===== src/rtl/alu_pkg.sv =====
// Shared types for the 32-bit ALU and its two-port sharing controller.
package alu_pkg;

   typedef enum logic [2:0] {
      ALU_AND  = 3'd0,
      ALU_OR   = 3'd1,
      ALU_ADD  = 3'd2,
      ALU_ZERO = 3'd3,
      ALU_ANDN = 3'd4,
      ALU_ORN  = 3'd5,
      ALU_SUB  = 3'd6,
      ALU_SLT  = 3'd7
   } alu_op_t;

   typedef enum logic [1:0] {
      ST_IDLE = 2'd0,
      ST_EXEC = 2'd1,
      ST_RESP = 2'd2
   } share_state_t;

endpackage


===== src/rtl/alu.sv =====
// Combinational W-bit ALU: logic ops, wrapping add/sub, signed set-less-than.
module alu
   import alu_pkg::*;
#(
   parameter int unsigned W = 32
) (
   input  logic [W-1:0] a,
   input  logic [W-1:0] b,
   input  alu_op_t      f,
   output logic [W-1:0] y,
   output logic         zero
);

   always_comb begin
      y = '0;
      case (f)
         ALU_AND:  y = a & b;
         ALU_OR:   y = a | b;
         ALU_ADD:  y = a + b;
         ALU_ZERO: y = '0;
         ALU_ANDN: y = a & ~b;
         ALU_ORN:  y = a | ~b;
         ALU_SUB:  y = a - b;
         ALU_SLT:  y = W'($signed(a) < $signed(b));
         default:  y = '0;
      endcase
   end

   assign zero = (y == '0);

endmodule


===== src/rtl/alu_share_ctrl.sv =====
// Round-robin arbiter/sequencer sharing one alu between two requesters,
// with a per-port registered response and a completed-op counter.
module alu_share_ctrl
   import alu_pkg::*;
#(
   parameter int unsigned W     = 32,
   parameter int unsigned CNT_W = 16
) (
   input  logic             clk,
   input  logic             reset,
   input  logic [1:0]       req_valid,
   output logic [1:0]       req_ready,
   input  logic [W-1:0]     req_a0,
   input  logic [W-1:0]     req_b0,
   input  logic [W-1:0]     req_a1,
   input  logic [W-1:0]     req_b1,
   input  logic [2:0]       req_f0,
   input  logic [2:0]       req_f1,
   output logic [1:0]       rsp_valid,
   input  logic [1:0]       rsp_ready,
   output logic [W-1:0]     rsp_y,
   output logic             rsp_zero,
   output logic             busy,
   output logic [CNT_W-1:0] ops_done
);

   share_state_t     state_q, state_d;
   logic             cur_q, cur_d;
   logic             last_grant_q, last_grant_d;
   logic [W-1:0]     a_q, a_d;
   logic [W-1:0]     b_q, b_d;
   alu_op_t          f_q, f_d;
   logic [W-1:0]     y_q, y_d;
   logic             zero_q, zero_d;
   logic [1:0]       rsp_valid_q, rsp_valid_d;
   logic             busy_q, busy_d;
   logic [CNT_W-1:0] ops_done_q, ops_done_d;

   logic             grant_c;
   logic [W-1:0]     alu_y;
   logic             alu_zero;

   alu #(.W(W)) u_alu (
      .a    (a_q),
      .b    (b_q),
      .f    (f_q),
      .y    (alu_y),
      .zero (alu_zero)
   );

   // On a tie the port that did not win last time takes the grant.
   always_comb begin
      grant_c = req_valid[1];
      if (req_valid == 2'b11) grant_c = ~last_grant_q;
   end

   assign req_ready = (state_q == ST_IDLE && (|req_valid)) ? (2'b01 << grant_c) : 2'b00;

   always_comb begin
      state_d      = state_q;
      cur_d        = cur_q;
      last_grant_d = last_grant_q;
      a_d          = a_q;
      b_d          = b_q;
      f_d          = f_q;
      y_d          = y_q;
      zero_d       = zero_q;
      ops_done_d   = ops_done_q;

      case (state_q)
         ST_IDLE: begin
            if (|req_valid) begin
               cur_d        = grant_c;
               last_grant_d = grant_c;
               a_d          = grant_c ? req_a1 : req_a0;
               b_d          = grant_c ? req_b1 : req_b0;
               f_d          = alu_op_t'(grant_c ? req_f1 : req_f0);
               state_d      = ST_EXEC;
            end
         end
         ST_EXEC: begin
            y_d     = alu_y;
            zero_d  = alu_zero;
            state_d = ST_RESP;
         end
         ST_RESP: begin
            if (rsp_ready[cur_q]) begin
               ops_done_d = ops_done_q + CNT_W'(1);
               state_d    = ST_IDLE;
            end
         end
         default: state_d = ST_IDLE;
      endcase

      busy_d      = (state_d != ST_IDLE);
      rsp_valid_d = (state_d == ST_RESP) ? (2'b01 << cur_d) : 2'b00;
   end

   always_ff @(posedge clk) begin
      if (reset) begin
         state_q      <= ST_IDLE;
         cur_q        <= 1'b0;
         last_grant_q <= 1'b1;
         a_q          <= '0;
         b_q          <= '0;
         f_q          <= ALU_AND;
         y_q          <= '0;
         zero_q       <= 1'b0;
         rsp_valid_q  <= 2'b00;
         busy_q       <= 1'b0;
         ops_done_q   <= '0;
      end else begin
         state_q      <= state_d;
         cur_q        <= cur_d;
         last_grant_q <= last_grant_d;
         a_q          <= a_d;
         b_q          <= b_d;
         f_q          <= f_d;
         y_q          <= y_d;
         zero_q       <= zero_d;
         rsp_valid_q  <= rsp_valid_d;
         busy_q       <= busy_d;
         ops_done_q   <= ops_done_d;
      end
   end

   assign rsp_valid = rsp_valid_q;
   assign rsp_y     = y_q;
   assign rsp_zero  = zero_q;
   assign busy      = busy_q;
   assign ops_done  = ops_done_q;

endmodule


===== config.mk =====
export PLATFORM = sky130hd
export DESIGN_NAME = alu_share_ctrl
export DESIGN_NICKNAME = d
export VERILOG_FILES = /design/src/rtl/alu_pkg.sv /design/src/rtl/alu.sv /design/src/rtl/alu_share_ctrl.sv
export SDC_FILE = /design/constraint.sdc
export NUM_CORES = 1
export LEC_CHECK = 0
export ABC_CLOCK_PERIOD_IN_PS = 3900
export CAP_MARGIN = 15
export CORE_MARGIN = 2
export CORE_UTILIZATION = 49
export DETAILED_ROUTE_END_ITERATION = 7
export PLACE_DENSITY = 0.76
export SLEW_MARGIN = 10
export SYNTH_ARGS = -nofsm -noshare
export SYNTH_HDL_FRONTEND = slang
export SYNTH_SLANG_ARGS = --single-unit

===== constraint.sdc =====
create_clock -name clk -period 3.9 [get_ports clk]
set_input_delay 0.975 -clock clk [delete_from_list [all_inputs] [get_ports clk]]
set_output_delay 0.975 -clock clk [all_outputs]
set_load 0.02 [all_outputs]

Word level (Yosys, flattened, before mapping)
Index checks and enable logic that the tools add are counted.
{"block": "totals", "ff_bits": 123, "latch_bits": 0, "ramBits": 0, "romBits": 0, "input_bits": 140, "out_inout_bits": 54, "elab_cells": 58, "memories": 0}
{"block": "op_classes", "addsub": 3, "multipliers": 0, "n_div": 0, "n_lt_le_gt_ge": 2, "eq_ne": 11, "shift": 2, "n_mux": 13, "bitwise_logic": 7, "reduce_logical": 9}
{"op": "case mux 32 bit (8 select lines)", "count": 1}
{"op": "bitwise AND 32 bit", "count": 2}
{"op": "2-to-1 mux 32 bit", "count": 2}
{"op": "OR 32 bit", "count": 2}
{"op": "adder 32 bit", "count": 1}
{"op": "logical NOT 32 bit", "count": 1}
{"op": "less-than comparator 32 bit", "count": 1}
{"op": "NOT 32 bit", "count": 1}
{"op": "subtractor 32 bit", "count": 1}
{"op": "adder 16 x 1 -> 16 bit (second input constant)", "count": 1}
{"op": "equality test 3 bit (second input constant)", "count": 4}
{"op": "equality test 2 bit (second input constant)", "count": 3}
{"op": "equality test 3 x 2 -> 1 bit (second input constant)", "count": 2}
{"op": "2-to-1 mux 2 bit", "count": 3}
{"op": "case mux 2 bit (3 select lines)", "count": 1}
{"op": "2-to-1 mux 1 bit", "count": 5}
{"op": "AND reduction 2 bit", "count": 2}
{"op": "OR reduction 2 bit", "count": 2}
{"op": "left shift 1 x 1 -> 2 bit (first input constant)", "count": 2}
{"op": "equality test 3 x 1 -> 1 bit (second input constant)", "count": 1}
{"op": "logical NOT 3 bit", "count": 1}
{"op": "2-to-1 mux 3 bit", "count": 1}
{"op": "equality test 2 x 1 -> 1 bit (second input constant)", "count": 1}
{"op": "logical NOT 2 bit", "count": 1}
{"op": "other kinds (4)", "count": 5}

Logic depth before layout (Yosys ltp)
Gate-level depths: netlist (run 1).
{"block": "logic_depth", "word_depth": 7, "mapped_depth": 14, "mapped_depth_nobuf": 14}

Hierarchy
Synthesis (run 1) repeated with hierarchy kept, for this count alone.
{"block": "hier_totals", "cells_unflattened": 1284, "hier_area_um2": 9675.5}
{"module": "alu", "instances": 1, "cells_per_inst": 797, "area_per_inst_um2": 5167.5, "seq_area_each_um2": 0.0}
{"module": "alu_share_ctrl", "instances": 1, "cells_per_inst": 487, "area_per_inst_um2": 4508.1, "seq_area_each_um2": 2462.4}

Worst setup path after synthesis (run 1)
OpenSTA, ideal clock, no wires.
{"block": "synth_path", "path_type": "flip-flop to flip-flop", "start": "register b_q[0]", "end": "register zero_q, in the netlist rsp_zero", "setup_time_ns": 0.069, "arrival_ns": 3.464, "t_required_ns": 3.831, "slack_ns": 0.368, "path_stages_with_launch": 14, "path_buffers": 0, "period_less_slack_ns": 3.532, "cell_sequence": "dfxtp_1 > ha_1 > inv_1 > fa_1 > a21o_1 > a221oi_1 > o21a_1 > mux2_2 > or4_4 > a311oi_1 > nand4_1 > nor4_1 > nand4_1 > o21ai_1"}
{"block": "synth_between", "elab_chain_len": 4, "elab_cells_between_ends": 10, "cone_classes": "2 x add/sub; 1 x order compare; 1 x mux; 5 x bitwise; 1 x reduce/logical"}
{"item": "start: declaration", "line": "alu_share_ctrl.sv:31", "rtl": "logic [W-1:0] b_q, b_d;"}
{"item": "start signal: assignment", "line": "alu_share_ctrl.sv:105", "rtl": "b_q <= '0;"}
{"item": "start signal: assignment", "line": "alu_share_ctrl.sv:117", "rtl": "b_q <= b_d;"}
{"item": "parallel branches: the longest is 2 deep, another holds subtractor 32 bit"}
{"item": "case mux 32 bit (8 select lines) (*)", "line": "alu.sv:16", "rtl": "case (f)"}
{"item": "logical NOT 32 bit (*)", "line": "alu.sv:29", "rtl": "assign zero = (y == '0);"}
{"item": "end signal: assignment", "line": "alu_share_ctrl.sv:120", "rtl": "zero_q <= zero_d;"}
{"item": "end: declaration", "line": "alu_share_ctrl.sv:34", "rtl": "logic zero_q, zero_d;"}
Every way passes the cells marked *.
A chain may end at the register's enable or synchronous reset.

Worst setup path in the final report (run 1)
{"block": "layout_path", "start": "register b_q[5]", "end": "register zero_q, in the netlist rsp_zero"}
The elaborated chain is that of the path after synthesis.

==> results.toml, run 1 <==
[clocking]
clk_pin_slew_worst_paths_ps = 50
clk_latency_ps = 430
clock_path_buffers = 2
postCtsSetupBuffers = 0
cts.sinks = 123
cts-root-buf = "clkbuf_16"
hold_buffers = 0
cts-htree-levels = 4
cts_tree = "done"
ctsResizeCount = 0
numCtsBuffers = 17

[worst_setup_path]
end_kind = "register"
path_max_fanout = 9
worst-setup-path-type = "register to register"
rr_endpoint = "rsp_zero"
cp.required_ps = 4250
worstPathArrival_ps = 4100
startpoint_type = "register"
worstSetupStartpoint = "b_q[5]"
reg2reg_from = "b_q[5]"
reg2reg_depth = 13
endpoint = "rsp_zero"
reg2reg_slack_ps = 150

[finish]
fill_cells = 1735
syn_to_final_growth_pct = 29.8
drive_gt1_frac = 0.0854
nNetsFinal = 1656
n_antenna_cell = 0

[floorplan]
io_pins = 194
die_w_um = 146
fp-row-count = 51
start_util = 0.504
dieArea_sq_um = 21300
core_sq_um = 19600
die_h_um = 146

[power_and_ir_drop]
power_density_nw_per_um2 = 414
power_mw = 5.31
peakVddDrop_mv = 0.321
cellLeakagePower_nw = 5.13

[yosys]
ys_seq_area_frac = 0.249
ys_seq_elements = 123
synth-main-ff-cell = "dfxtp_1"
synthArstFlopShare = 0
yosysWarnings = 0
synth_nets = 1492
syn_area_per_cell_sq_um = 7.68
synth_edf_count = 0
syn_area_sq_um = 9870
yosys.cell_types.count = 86
syn_inst = 1286

[detailed_routing]
drtIter0Drc = 1603
drc_errors = 3
ant_nets = 0
first_pass_iters = 8
num_vias = 11230
wl_mm = 38.3
viasPerCell = 6.50
wl_per_cell_um = 22.1

[sta]
slew_viol_final = 0
setup_total_negative_slack_ps = 0
setup_viol = 0
max-slew-margin-rel = 0.328
final_hold_viol_count = 0
worst_pin_slew_ps = 982
finalCritPeriodShare = 0.960
rsz0062_at_grt = "false"
finClkSkew_ps = 14.4
period_minus_slack_ps = 3750
max_freq_ghz = 0.267

[placement]
portBuffers = 193
place_congestion = 1.02
dpl.hpwl_mm = 29.4

[status]
outcome = "finished with violations"
violations = "DRC"

[global_routing]
track_usage = 0.351
antenna_found_initial = 0
gr-total-overflow = 0
grt_max_degree = 70
grt_pass1_vias = 10336
grt_pass1_wl_mm = 59.1

[flow_run]
maxCapViolations = 0

[hold_path]
worstHoldPathType = "register to register"
==> how the worst min path moves through the flow <==
stage / cells after the start / slack, ps / to / startpoint
after floorplan: 2 / 460 / last_grant_q / last_grant_q
after detailed placement: 2 / 450 / rsp_y[23] / rsp_y[23]
final: 2 / 460 / rsp_y[25] / rsp_y[25]
after global placement: 2 / 450 / rsp_y[25] / rsp_y[25]
after CTS: 2 / 460 / rsp_y[25] / rsp_y[25]
after global routing: 2 / 480 / rsp_y[27] / rsp_y[27]
==> placed cells by master (no fill, tap or decap), types with 10 or more instances in the layout <==
cell / Yosys / layout
a2111oi_0: 11 / 10
a211oi_1: 27 / 27
a21o_1: 15 / 15
a21oi_1: 101 / 100
a222oi_1: 67 / 67
a31oi_1: 10 / 10
and3_1: 14 / 13
buf_4: 0 / 51
clkbuf_16: 0 / 17
clkdlybuf4s50_1: 0 / 192
dfxtp_1: 123 / 120
ha_1: 64 / 63
inv_1: 71 / 71
maj3_1: 14 / 14
mux2i_1: 12 / 12
nand2_1: 70 / 70
nand2b_1: 10 / 10
nand3_1: 39 / 39
nand4_1: 14 / 14
nor2_1: 173 / 173
nor2b_1: 12 / 10
nor3_1: 44 / 44
nor4_1: 12 / 11
o211ai_1: 16 / 16
o21ai_0: 33 / 33
o31ai_1: 13 / 13
xor2_1: 37 / 37
==> routing by layer <==
| metal | track usage | vias to the layer above | part of all wire |
|---|---|---|---|
| met1 | 0.523 | 5288 | 0.45 |
| li1 | - | 5198 | - |
| met3 | 0.111 | 59 | 0.14 |
| met2 | 0.484 | 685 | 0.40 |
| met5 | 0 | - | 0 |
| met4 | 0.0902 | 0 | 0.016 |
==> sequential cells by signal, indices dropped and copies added, names as in the netlist, 2 cells and up <==
signal     cells
a_q           32
b_q           32
f_q            3
ops_done      16
rsp_valid      2
rsp_y         32
state_q        2
==> synthesized netlist by cell type (6+ instances only) <==
master | number | area share
a2111oi_0 | 11 | 0.0098
a211o_1 | 8 | 0.0071
a211oi_1 | 27 | 0.021
a21o_1 | 15 | 0.011
a21oi_1 | 101 | 0.051
a222oi_1 | 67 | 0.068
a311oi_1 | 6 | 0.0053
a31oi_1 | 10 | 0.0063
and2_1 | 7 | 0.0044
and3_1 | 14 | 0.0089
buf_1 | 12 | 0.0046
buf_2 | 11 | 0.0056
clkbuf_1 | 75 | 0.029
dfxtp_1 | 123 | 0.25
ha_1 | 64 | 0.081
inv_1 | 71 | 0.027
maj3_1 | 14 | 0.014
mux2i_1 | 12 | 0.012
nand2_1 | 70 | 0.027
nand2b_1 | 10 | 0.0063
nand3_1 | 39 | 0.020
nand4_1 | 14 | 0.0089
nor2_1 | 173 | 0.066
nor2b_1 | 12 | 0.0076
nor3_1 | 44 | 0.022
nor4_1 | 12 | 0.0076
o2111ai_1 | 9 | 0.0080
o211a_1 | 7 | 0.0071
o211ai_1 | 16 | 0.012
o21ai_0 | 33 | 0.017
o21bai_1 | 9 | 0.0068
o22ai_1 | 9 | 0.0057
o311ai_0 | 7 | 0.0062
o31ai_1 | 13 | 0.0099
or2_2 | 6 | 0.0038
xnor2_1 | 9 | 0.0080
xor2_1 | 37 | 0.033
==> where the power goes <==
group	switching (mW)	internal, mW	total, mW
combinational	1.28	0.835	2.12
sequential	0.129	1.37	1.49
clock	0.610	1.09	1.70
==> cell type report <==
cell class / count / area (sq um) / area share
clock buffer: 21 / 450 / 0.0351
timing repair buffer: 244 / 2320 / 0.181
multi-input combinational: 987 / 6790 / 0.529
sequential: 123 / 2470 / 0.193
clock inverter: 11 / 168 / 0.0131
inverter: 77 / 289 / 0.0225
tap: 265 / 332 / 0.0259
==> worst max-delay path, stage by stage, from the launching register on <==
cell and delay, ps:
dfxtp_1 400, inv_1 60, ha_1 430, or4_1 540
a211oi_1 280, a211oi_1 150, o21a_1 280, and3_1 190
a2111oi_1 440, buf_4 200, nand3_1 90, nor4_2 340
nand4_1 130, o21ai_1 150
==> through the flow <==
step | util | setup WS [ps] | instances | hold WS, ps | area [sq um]
floorplan | - | 368 | 1286 | 462 | 9870
global placement | 0.621 | 236 | 1696 | 446 | 12200
detailed placement | 0.621 | 110 | 1696 | 449 | 12200
CTS | 0.653 | 89.5 | 1728 | 455 | 12800
global route | 0.654 | 20.3 | 1728 | 477 | 12800
finish | 0.654 | 154 | 1728 | 457 | 12800
==> cells by family after synthesis <==
logic type | synth area share
simple gates | 0.205
compound gates | 0.322
buf+inv | 0.0691
flops | 0.249
fa+ha+maj | 0.0994
xor+xnor | 0.0408
mux | 0.0144
(Power assumes the default switching activity.)
==> run 2, diff against run 1 <==
--- a/config.mk
+++ b/config.mk
@@ -7,7 +7,6 @@
 export LEC_CHECK = 0
 export ABC_CLOCK_PERIOD_IN_PS = 3900
 export CAP_MARGIN = 15
-export CORE_MARGIN = 2
 export CORE_UTILIZATION = 49
 export DETAILED_ROUTE_END_ITERATION = 7
 export PLACE_DENSITY = 0.76
==> constraint.sdc (replaced) <==
create_clock -name clk -period 3.9 [get_ports clk]
set_input_delay 0.585 -clock clk [delete_from_list [all_inputs] [get_ports clk]]
set_output_delay 0.585 -clock clk [all_outputs]
set_load 0.02 [all_outputs]
==> results.toml, run 2 (synthesized netlist as in run 1, its figures left out) <==
[status]
outcome = "finished with violations"
violations = "DRC"

[placement]
place_congestion = 1.00
place_area_sq_um = 12200
dpl.hpwl_mm = 29.2
portBuffers = 193
place_inst = 1696

[floorplan]
dieArea_sq_um = 20700
die_h_um = 144
io_pins = 194
die_w_um = 144
fp-row-count = 51
core_sq_um = 19600
start_util = 0.504

[clocking]
cts_tree = "done"
cts-htree-levels = 4
postCtsSetupBuffers = 0
clock_path_buffers = 2
cts.sinks = 123
clk_latency_ps = 430
cts-root-buf = "clkbuf_16"
clk_pin_slew_worst_paths_ps = 60
numCtsBuffers = 17
hold_buffers = 0

[global_routing]
grt_pass1_vias = 9847
grt_pass1_wl_mm = 57.4
gr-total-overflow = 0
antenna_found_initial = 0
track_usage = 0.367
grt_max_degree = 68

[detailed_routing]
drc_errors = 34
num_vias = 11169
viasPerCell = 6.47
drtIter0Drc = 1641
wl_per_cell_um = 22.0
wl_mm = 37.9
ant_nets = 0
first_pass_iters = 8

[sta]
max_freq_ghz = 0.269
max-slew-margin-rel = 0.355
holdWs_ps = 457
rsz0062_at_grt = "false"
period_minus_slack_ps = 3720
final_hold_viol_count = 0
setup_total_negative_slack_ps = 0
setup_viol = 0
finClkSkew_ps = 25.7
worst_pin_slew_ps = 959
finalCritPeriodShare = 0.953
slew_viol_final = 0

[worst_setup_path]
cpPeakStageDelay_ps = 510
path_common_cell = "a2111o_1"
crit_chain = "inv_1, ha_1, nand2b_4, a2111o_1, a211oi_2, o311ai_1, a211oi_1, o2111ai_1, nand4_1, or3b_1, a2111o_1, o21ai_1"
startpoint_type = "register"
path_max_fanout = 5
slowest_stage = "a2111o_1"
cp.required_ps = 4250
end_kind = "register"
worst-setup-path-type = "register to register"
worstPathArrival_ps = 4060

[finish]
n_antenna_cell = 0
drive_gt1_frac = 0.0821
mostFrequentLayoutCell = "clkdlybuf4s50_1"
syn_to_final_growth_pct = 29.9
final_cell_mix = "clkdlybuf4s50_1 (192), nor2_1 (173), dfxtp_1 (122)"
final_cells = 1726
nNetsFinal = 1656
postLayoutCellArea_sq_um = 12800
fill_cells = 1712

[hold_path]
worstHoldPathType = "register to register"

[flow_run]
maxCapViolations = 0

[power_and_ir_drop]
cellLeakagePower_nw = 5.13
peakVddDrop_mv = 0.311
power_density_nw_per_um2 = 412
run 2: cell count changes in the layout (fill, tap and decap cells not counted), moves of 2 or more:
| cell | previous run | this run |
|---|---|---|
| buf_12 | 1 | 3 |
| clkinvlp_4 | 2 | 0 |
| dfxtp_2 | 2 | 0 |
| buf_4 | 51 | 49 |
| dfxtp_1 | 120 | 122 |
run 2: critical path, delay by kind of cell, from the launching register on:
kind	cells	cell delay [ps]
compound gates	7	2160
simple gates	3	630
flops	1	440
fa+ha+maj	1	300
buf+inv	1	120
run 2: final timing paths:
| path | from | end | slack, ps | cells past startpoint |
|---|---|---|---|---|
| worst min register to register | rsp_y[23] | rsp_y[23] | 460 | 2 |
| worst max register to register | b_q[1] | rsp_zero | 180 | 12 |
| worst max-delay path | b_q[1] | rsp_zero | 180 | 12 |
| worst min-delay path | rsp_y[23] | rsp_y[23] | 460 | 2 |
run 2: stage by stage:
stage	utilization	setup slack [ps]	total power, mW
after global routing	0.655	0.999	5.53
after global placement	0.623	189	3.54
after detailed placement	0.623	97.5	3.55
final	0.655	185	5.29
after CTS	0.654	77.9	5.23
after floorplan	-	368	2.78
run 2: per-layer routing:
layer	routed length (um)	global-route usage	vias up	share of wire
met4	656	0.0913	0	0.017
met2	15000	0.495	660	0.40
met5	0	0	-	0
met3	4820	0.120	47	0.13
met1	17400	0.545	5266	0.46
li1	-	-	5196	-
run 2: final cells by class:
cell class,count,area [sq um],area share
clock buffers,22,464,0.0362
clock inverters,8,144,0.0112
inverters,77,289,0.0225
multi-input cells,987,6780,0.529
flip-flops and latches,123,2470,0.192
well taps,265,332,0.0259
repair buffers,244,2350,0.183
run 2: power breakdown:
part / internal, mW / switching, mW
Clock: 1.09 / 0.577
Sequential: 1.37 / 0.130
Combinational: 0.842 / 1.28
run 2: what timing repair did:
| action | in CTS | in global routing |
|---|---|---|
| endpoints found under the hold margin | 0 | 0 |
| resized for setup | 0 | 4 |
| setup endpoints to repair | 0 | 1 |
